<file path="config.mk">
export PLATFORM = sky130hd
export DESIGN_NAME = apple_bus_timing
export DESIGN_NICKNAME = d
export VERILOG_FILES = /design/src/rtl/apple_bus_timing.sv
export SDC_FILE = /design/constraint.sdc
export NUM_CORES = 1
export LEC_CHECK = 0
export CORE_AREA = 2 2 57 53
export DETAILED_ROUTE_END_ITERATION = 16
export DIE_AREA = 0 0 59 55
export PLACE_DENSITY = 0.73
export SLEW_MARGIN = 20
export SYNTH_ARGS = -nofsm -noshare
export SYNTH_HDL_FRONTEND = slang
export SYNTH_SLANG_ARGS = --single-unit
</file>
<file path="constraint.sdc">
create_clock -name clk_logic -period 2.45 [get_ports clk_logic]
set_input_delay 0.49 -clock clk_logic [delete_from_list [all_inputs] [get_ports clk_logic]]
set_output_delay 0.49 -clock clk_logic [all_outputs]
set_load 0.01 [all_outputs]
</file>
<file path="src/rtl/apple_bus_timing.sv">
// rtl/apple_bus_timing.sv - Apple II PHI0/2M bus phase recovery with edge strobes, phase counter and lock monitor.
// Pins are synchronized; PHI0 is additionally deglitched before edge detection.
module apple_bus_timing #(
  parameter int SYNC_STAGES      = 2,
  parameter int GLITCH_FILTER    = 3,
  parameter int MIN_PHASE_CYCLES = 20,
  parameter int MAX_PHASE_CYCLES = 30,
  parameter int LOCK_PHASES      = 8
) (
  input  logic       clk_logic,
  input  logic       rst_n,
  input  logic       a2_phi0_i,
  input  logic       a2_2m_i,
  output logic       phi0_o,
  output logic       phi1_o,
  output logic       phi0_posedge_o,
  output logic       phi0_negedge_o,
  output logic       phi1_posedge_o,
  output logic       phi1_negedge_o,
  output logic       clk_2m_posedge_o,
  output logic       clk_2m_negedge_o,
  output logic [5:0] phase_count_o,
  output logic       locked_o,
  output logic       clock_lost_o
);

  localparam int RUN_W  = $clog2(GLITCH_FILTER + 1);
  localparam int GOOD_W = $clog2(LOCK_PHASES + 1);
  localparam logic [RUN_W-1:0]  RUN_LAST  = RUN_W'(GLITCH_FILTER - 1);
  localparam logic [GOOD_W-1:0] GOOD_LAST = GOOD_W'(LOCK_PHASES - 1);
  localparam logic [5:0] CNT_MIN = 6'(MIN_PHASE_CYCLES - 1);
  localparam logic [5:0] CNT_MAX = 6'(MAX_PHASE_CYCLES - 1);
  localparam logic [5:0] CNT_SAT = 6'd63;

  typedef enum logic [1:0] {ST_UNLOCKED, ST_ACQUIRE, ST_LOCKED} lock_state_e;

  logic [SYNC_STAGES-1:0] phi0_sync_q, m2_sync_q;
  logic                   m2_hist_q, m2_rise_q, m2_fall_q;
  logic [RUN_W-1:0]       run_q, run_d;
  logic                   level_q, level_d, flip;
  logic                   phi0_rise_q, phi0_fall_q;
  logic [5:0]             count_q, count_d;
  lock_state_e            state_q, state_d;
  logic [GOOD_W-1:0]      good_q, good_d;
  logic                   phi0_s, m2_s, phi0_edge, phase_legal;

  assign phi0_s = phi0_sync_q[SYNC_STAGES-1];
  assign m2_s   = m2_sync_q[SYNC_STAGES-1];

  always_ff @(posedge clk_logic or negedge rst_n) begin
    if (!rst_n) begin
      phi0_sync_q <= '0;
      m2_sync_q   <= '0;
      m2_hist_q   <= 1'b0;
      m2_rise_q   <= 1'b0;
      m2_fall_q   <= 1'b0;
      run_q       <= '0;
      level_q     <= 1'b0;
      phi0_rise_q <= 1'b0;
      phi0_fall_q <= 1'b0;
      count_q     <= '0;
    end else begin
      phi0_sync_q <= {phi0_sync_q[SYNC_STAGES-2:0], a2_phi0_i};
      m2_sync_q   <= {m2_sync_q[SYNC_STAGES-2:0], a2_2m_i};
      m2_hist_q   <= m2_s;
      m2_rise_q   <= m2_s & ~m2_hist_q;
      m2_fall_q   <= ~m2_s & m2_hist_q;
      run_q       <= run_d;
      level_q     <= level_d;
      phi0_rise_q <= flip & level_d;
      phi0_fall_q <= flip & ~level_d;
      count_q     <= count_d;
    end
  end

  // Run of samples disagreeing with the filtered level; any agreeing sample restarts it.
  always_comb begin
    run_d   = '0;
    level_d = level_q;
    flip    = 1'b0;
    if (phi0_s != level_q) begin
      if (run_q == RUN_LAST) begin
        flip    = 1'b1;
        level_d = phi0_s;
      end else begin
        run_d = run_q + 1'b1;
      end
    end
  end

  assign phi0_edge   = phi0_rise_q | phi0_fall_q;
  assign count_d     = phi0_edge ? 6'd0 : ((count_q == CNT_SAT) ? CNT_SAT : count_q + 6'd1);
  // count_q during the strobe cycle is the just-finished phase length minus one.
  assign phase_legal = (count_q >= CNT_MIN) && (count_q <= CNT_MAX);

  always_ff @(posedge clk_logic or negedge rst_n) begin
    if (!rst_n) begin
      state_q <= ST_UNLOCKED;
      good_q  <= '0;
    end else begin
      state_q <= state_d;
      good_q  <= good_d;
    end
  end

  always_comb begin
    state_d = state_q;
    good_d  = good_q;
    if (phi0_edge) begin
      case (state_q)
        ST_UNLOCKED: begin
          state_d = ST_ACQUIRE;
          good_d  = '0;
        end
        ST_ACQUIRE: begin
          if (!phase_legal) begin
            good_d = '0;
          end else if (good_q == GOOD_LAST) begin
            state_d = ST_LOCKED;
            good_d  = '0;
          end else begin
            good_d = good_q + 1'b1;
          end
        end
        ST_LOCKED: begin
          if (!phase_legal) begin
            state_d = ST_ACQUIRE;
            good_d  = '0;
          end
        end
        default: begin
          state_d = ST_UNLOCKED;
          good_d  = '0;
        end
      endcase
    end else if (count_d == CNT_SAT) begin
      state_d = ST_UNLOCKED;
      good_d  = '0;
    end
  end

  always_comb begin
    locked_o = (state_q == ST_LOCKED);
  end

  assign phi0_o           = level_q;
  assign phi1_o           = ~level_q;
  assign phi0_posedge_o   = phi0_rise_q;
  assign phi0_negedge_o   = phi0_fall_q;
  assign phi1_posedge_o   = phi0_fall_q;
  assign phi1_negedge_o   = phi0_rise_q;
  assign clk_2m_posedge_o = m2_rise_q;
  assign clk_2m_negedge_o = m2_fall_q;
  assign phase_count_o    = count_q;
  assign clock_lost_o     = (count_q == CNT_SAT);

endmodule

</file>
==> results of run 1 <==
==> cells in the final DEF (no fill, tap or decap), types with 4 or more instances in the layout <==
master	instances
nor2b_1	5
dfrtp_1	22
a211oi_1	4
nand2_1	5
ha_1	5
nand3_1	5
nor2_1	5
inv_1	6
clkdlybuf4s50_1	19
==> layer usage <==
metal,routed length [um],global-route usage [%]
met1,1010,19.3
met2,1000,23.5
met3,67,3.02
met4,20,6.82
met5,0,0
==> flip-flops by register name (all words and copies together), names as in the netlist <==
name and flops:
phi0_o 1, run_q 2, clk_2m_posedge_o 1, state_q 2
phi0_negedge_o 1, m2_hist_q 1, clk_2m_negedge_o 1, phi0_sync_q 2
m2_sync_q 2, good_q 4, phi0_posedge_o 1, phase_count_o 6
==> timing repair <==
item,CTS,global route
hold buffers,0,0
gates resized for setup,0,2
setup endpoints to repair,0,1
setup buffers,0,2
==> layout make-up <==
cell class,instances,area (um2),area share (%)
Sequential cell,24,603,42.3
Clock inverter,1,30.0,2.11
Inverter,6,22.5,1.58
Clock buffer,3,22.5,1.58
Tap cell,30,37.5,2.63
Multi-Input combinational cell,67,498,34.9
Timing Repair Buffer,22,213,14.9
==> power by group <==
part           switching, mW  leakage [nW]  internal (mW)
logic                  0.304         0.286          0.327
registers              0.127         0.299          0.497
clock network          0.126        0.0279          0.165
total                  0.557         0.614          0.990
==> cell families (layout without fill, tap and decap cells) <==
group / after synthesis / in the layout / synth area share [%]
and+or+nand+nor: 35 / 35 / 18.0
AOI/OAI and AO/OA: 24 / 24 / 17.7
DFF: 24 / 24 / 52.6
buffers and inverters: 9 / 32 / 3.73
adders and majority gates: 5 / 5 / 5.48
xor gates and xnor gates: 2 / 2 / 1.54
muxes: 1 / 1 / 0.987
==> worst max-delay path by stage <==
stage	endpoint	from	slack (ns)	cells after the start
final	clock_lost_o	phase_count_o[3]	0.12	4
after global routing	clock_lost_o	phase_count_o[2]	0.03	4
after CTS	clock_lost_o	phase_count_o[0]	0.003	4
after detailed placement	clock_lost_o	phase_count_o[0]	0.40	4
after global placement	clock_lost_o	phase_count_o[0]	0.46	4
after floorplan	good_q[2]	phase_count_o[0]	0.55	5
==> stage by stage <==
stage | worst slack, ns | utilization, %
after floorplan | 0.550 | -
after global placement | 0.460 | 51.0
after global routing | 0.0283 | 53.7
after CTS | 0.00305 | 53.0
after detailed placement | 0.395 | 51.0
final | 0.124 | 53.7
==> flow_metrics.tcl, run 1 <==
set metrics [dict create \
    endpoint_kind "output pin" \
    cp_cell_sequence "and3_2 > nand3_1 > inv_1 > clkdlybuf4s50_1" \
    maxSlewViolCount 0 \
    synthArstFlopShare_pct 100 \
    hold_viol_final 0 \
    ys.flop_type "dfrtp_1" \
    dp_hpwl_um 1500 \
    drtPass1Iterations 4 \
    grt_pass1_wl_um 3480 \
    outcome "complete, no violations" \
    ys_ff_latch 24 \
    start_kind "register" \
    hold_depth 0 \
    finalNonFillerCells 153 \
    crit_buf_inv 2 \
    yosysTopAreaCell "dfrtp_1" \
    layout.nets 133 \
    root_buffer "clkbuf_4" \
    die_x_um 59 \
    antenna_found_initial 0 \
    dpl-instance-area_um2 1360 \
    cp_slowest_stage_delay_ns 0.53 \
    vias 827 \
    vdd_ir_drop_max_v 0.000642 \
    antenna_cells 0 \
    worstMarginPinSlew_ns 0.355 \
    h-tree-depth 1 \
    yosysSeqAreaShare_pct 52.6 \
    crit_slowest_cell "clkdlybuf4s50_1" \
    fin_hold_ws_ns 0.371 \
    clk_pin_slew_ns 0.14 \
    cts_tree "built" \
    yosysUniqueCellTypes 42 \
    rrSetupSlack_ns 0.50 \
    rsz0062_at_grt "false" \
    gp_congestion 0.810 \
    grt_pass1_vias 778 \
    cts_buffers 3 \
    crit_family "buffers and inverters" \
    worstSkewPairLatency_ns 0.32 \
    synth.area.top_cells "dfrtp_1 (53%), ha_1 (5.5%), nor2b_1 (2.7%), a211oi_1 (2.6%), nand3_1 (2.2%)" \
    grt_max_degree 25 \
    setup_viol 0 \
    synthTopCellsByCount "dfrtp_1 (24), inv_1 (6)" \
    drive_gt1_share_pct 15.4 \
    ant_nets 0 \
    num-fill-cells 246 \
    power_mw 1.55 \
    arrival_ns 1.84 \
    grt_usage_pct 14.7 \
    drc 0 \
    core_area_um2 2660 \
    die_area_um2 3250 \
    totalWireLength_um 2100 \
    timing.rr.start "phase_count_o[0]" \
    power_leakage_nw 0.614 \
    cts.sinks 24 \
    hold-path-endpoint "phi0_sync_q[1]" \
    synth_area_per_cell_um2 11.4 \
    stdcell_area_um2 1430 \
    synth_top_area_share_pct 52.6 \
    hold_class "reg2reg" \
    reg2reg_to "good_q[2]" \
    cp.required_ns 1.96 \
    syn_nets 109 \
    finalCritPeriodShare_pct 94.9 \
    clock_skew_ns 0.00330 \
    clock_tree.buffer_depth 2 \
    min_period_ns 2.33 \
    via_per_inst 5.41 \
    io_pins 20 \
    yosysWarnings 0 \
    max_freq_mhz 430 \
    drv_cap 0 \
    initial_core_util_pct 42.9 \
    placedCellCount 147 \
    row_count 18 \
    syn_area_um2 1140 \
    critPathMaxFanout 8 \
    powerDensity_nw_per_um2 1080 \
    drtIter0Drc 6 \
    syn_to_final_growth_pct 25.0 \
    min_from "phi0_sync_q[0]" \
    slew_headroom_pct 76.3 \
    tns_ns 0 \
    gr-total-overflow 0 \
    fp.dieH_um 55 \
    r2r_cells 6 \
    synth_cells 100 \
    synth.most_common_cell "dfrtp_1" \
    wire_per_inst_um 13.7 \
    path_class "reg2out" \
    synth_edf_count 0 \
    port_buffers 19 \
]
No activity file was read; power rests on OpenSTA's default activity.
==> inputs of run 2 (changes only) <==
--- a/config.mk
+++ b/config.mk
@@ -5,6 +5,7 @@
 export SDC_FILE = /design/constraint.sdc
 export NUM_CORES = 1
 export LEC_CHECK = 0
+export CAP_MARGIN = 25
 export CORE_AREA = 2 2 57 53
 export DETAILED_ROUTE_END_ITERATION = 16
 export DIE_AREA = 0 0 59 55
==> results of run 2 <==
Same layout as run 1: the final DEF is identical, and so are final timing and power.
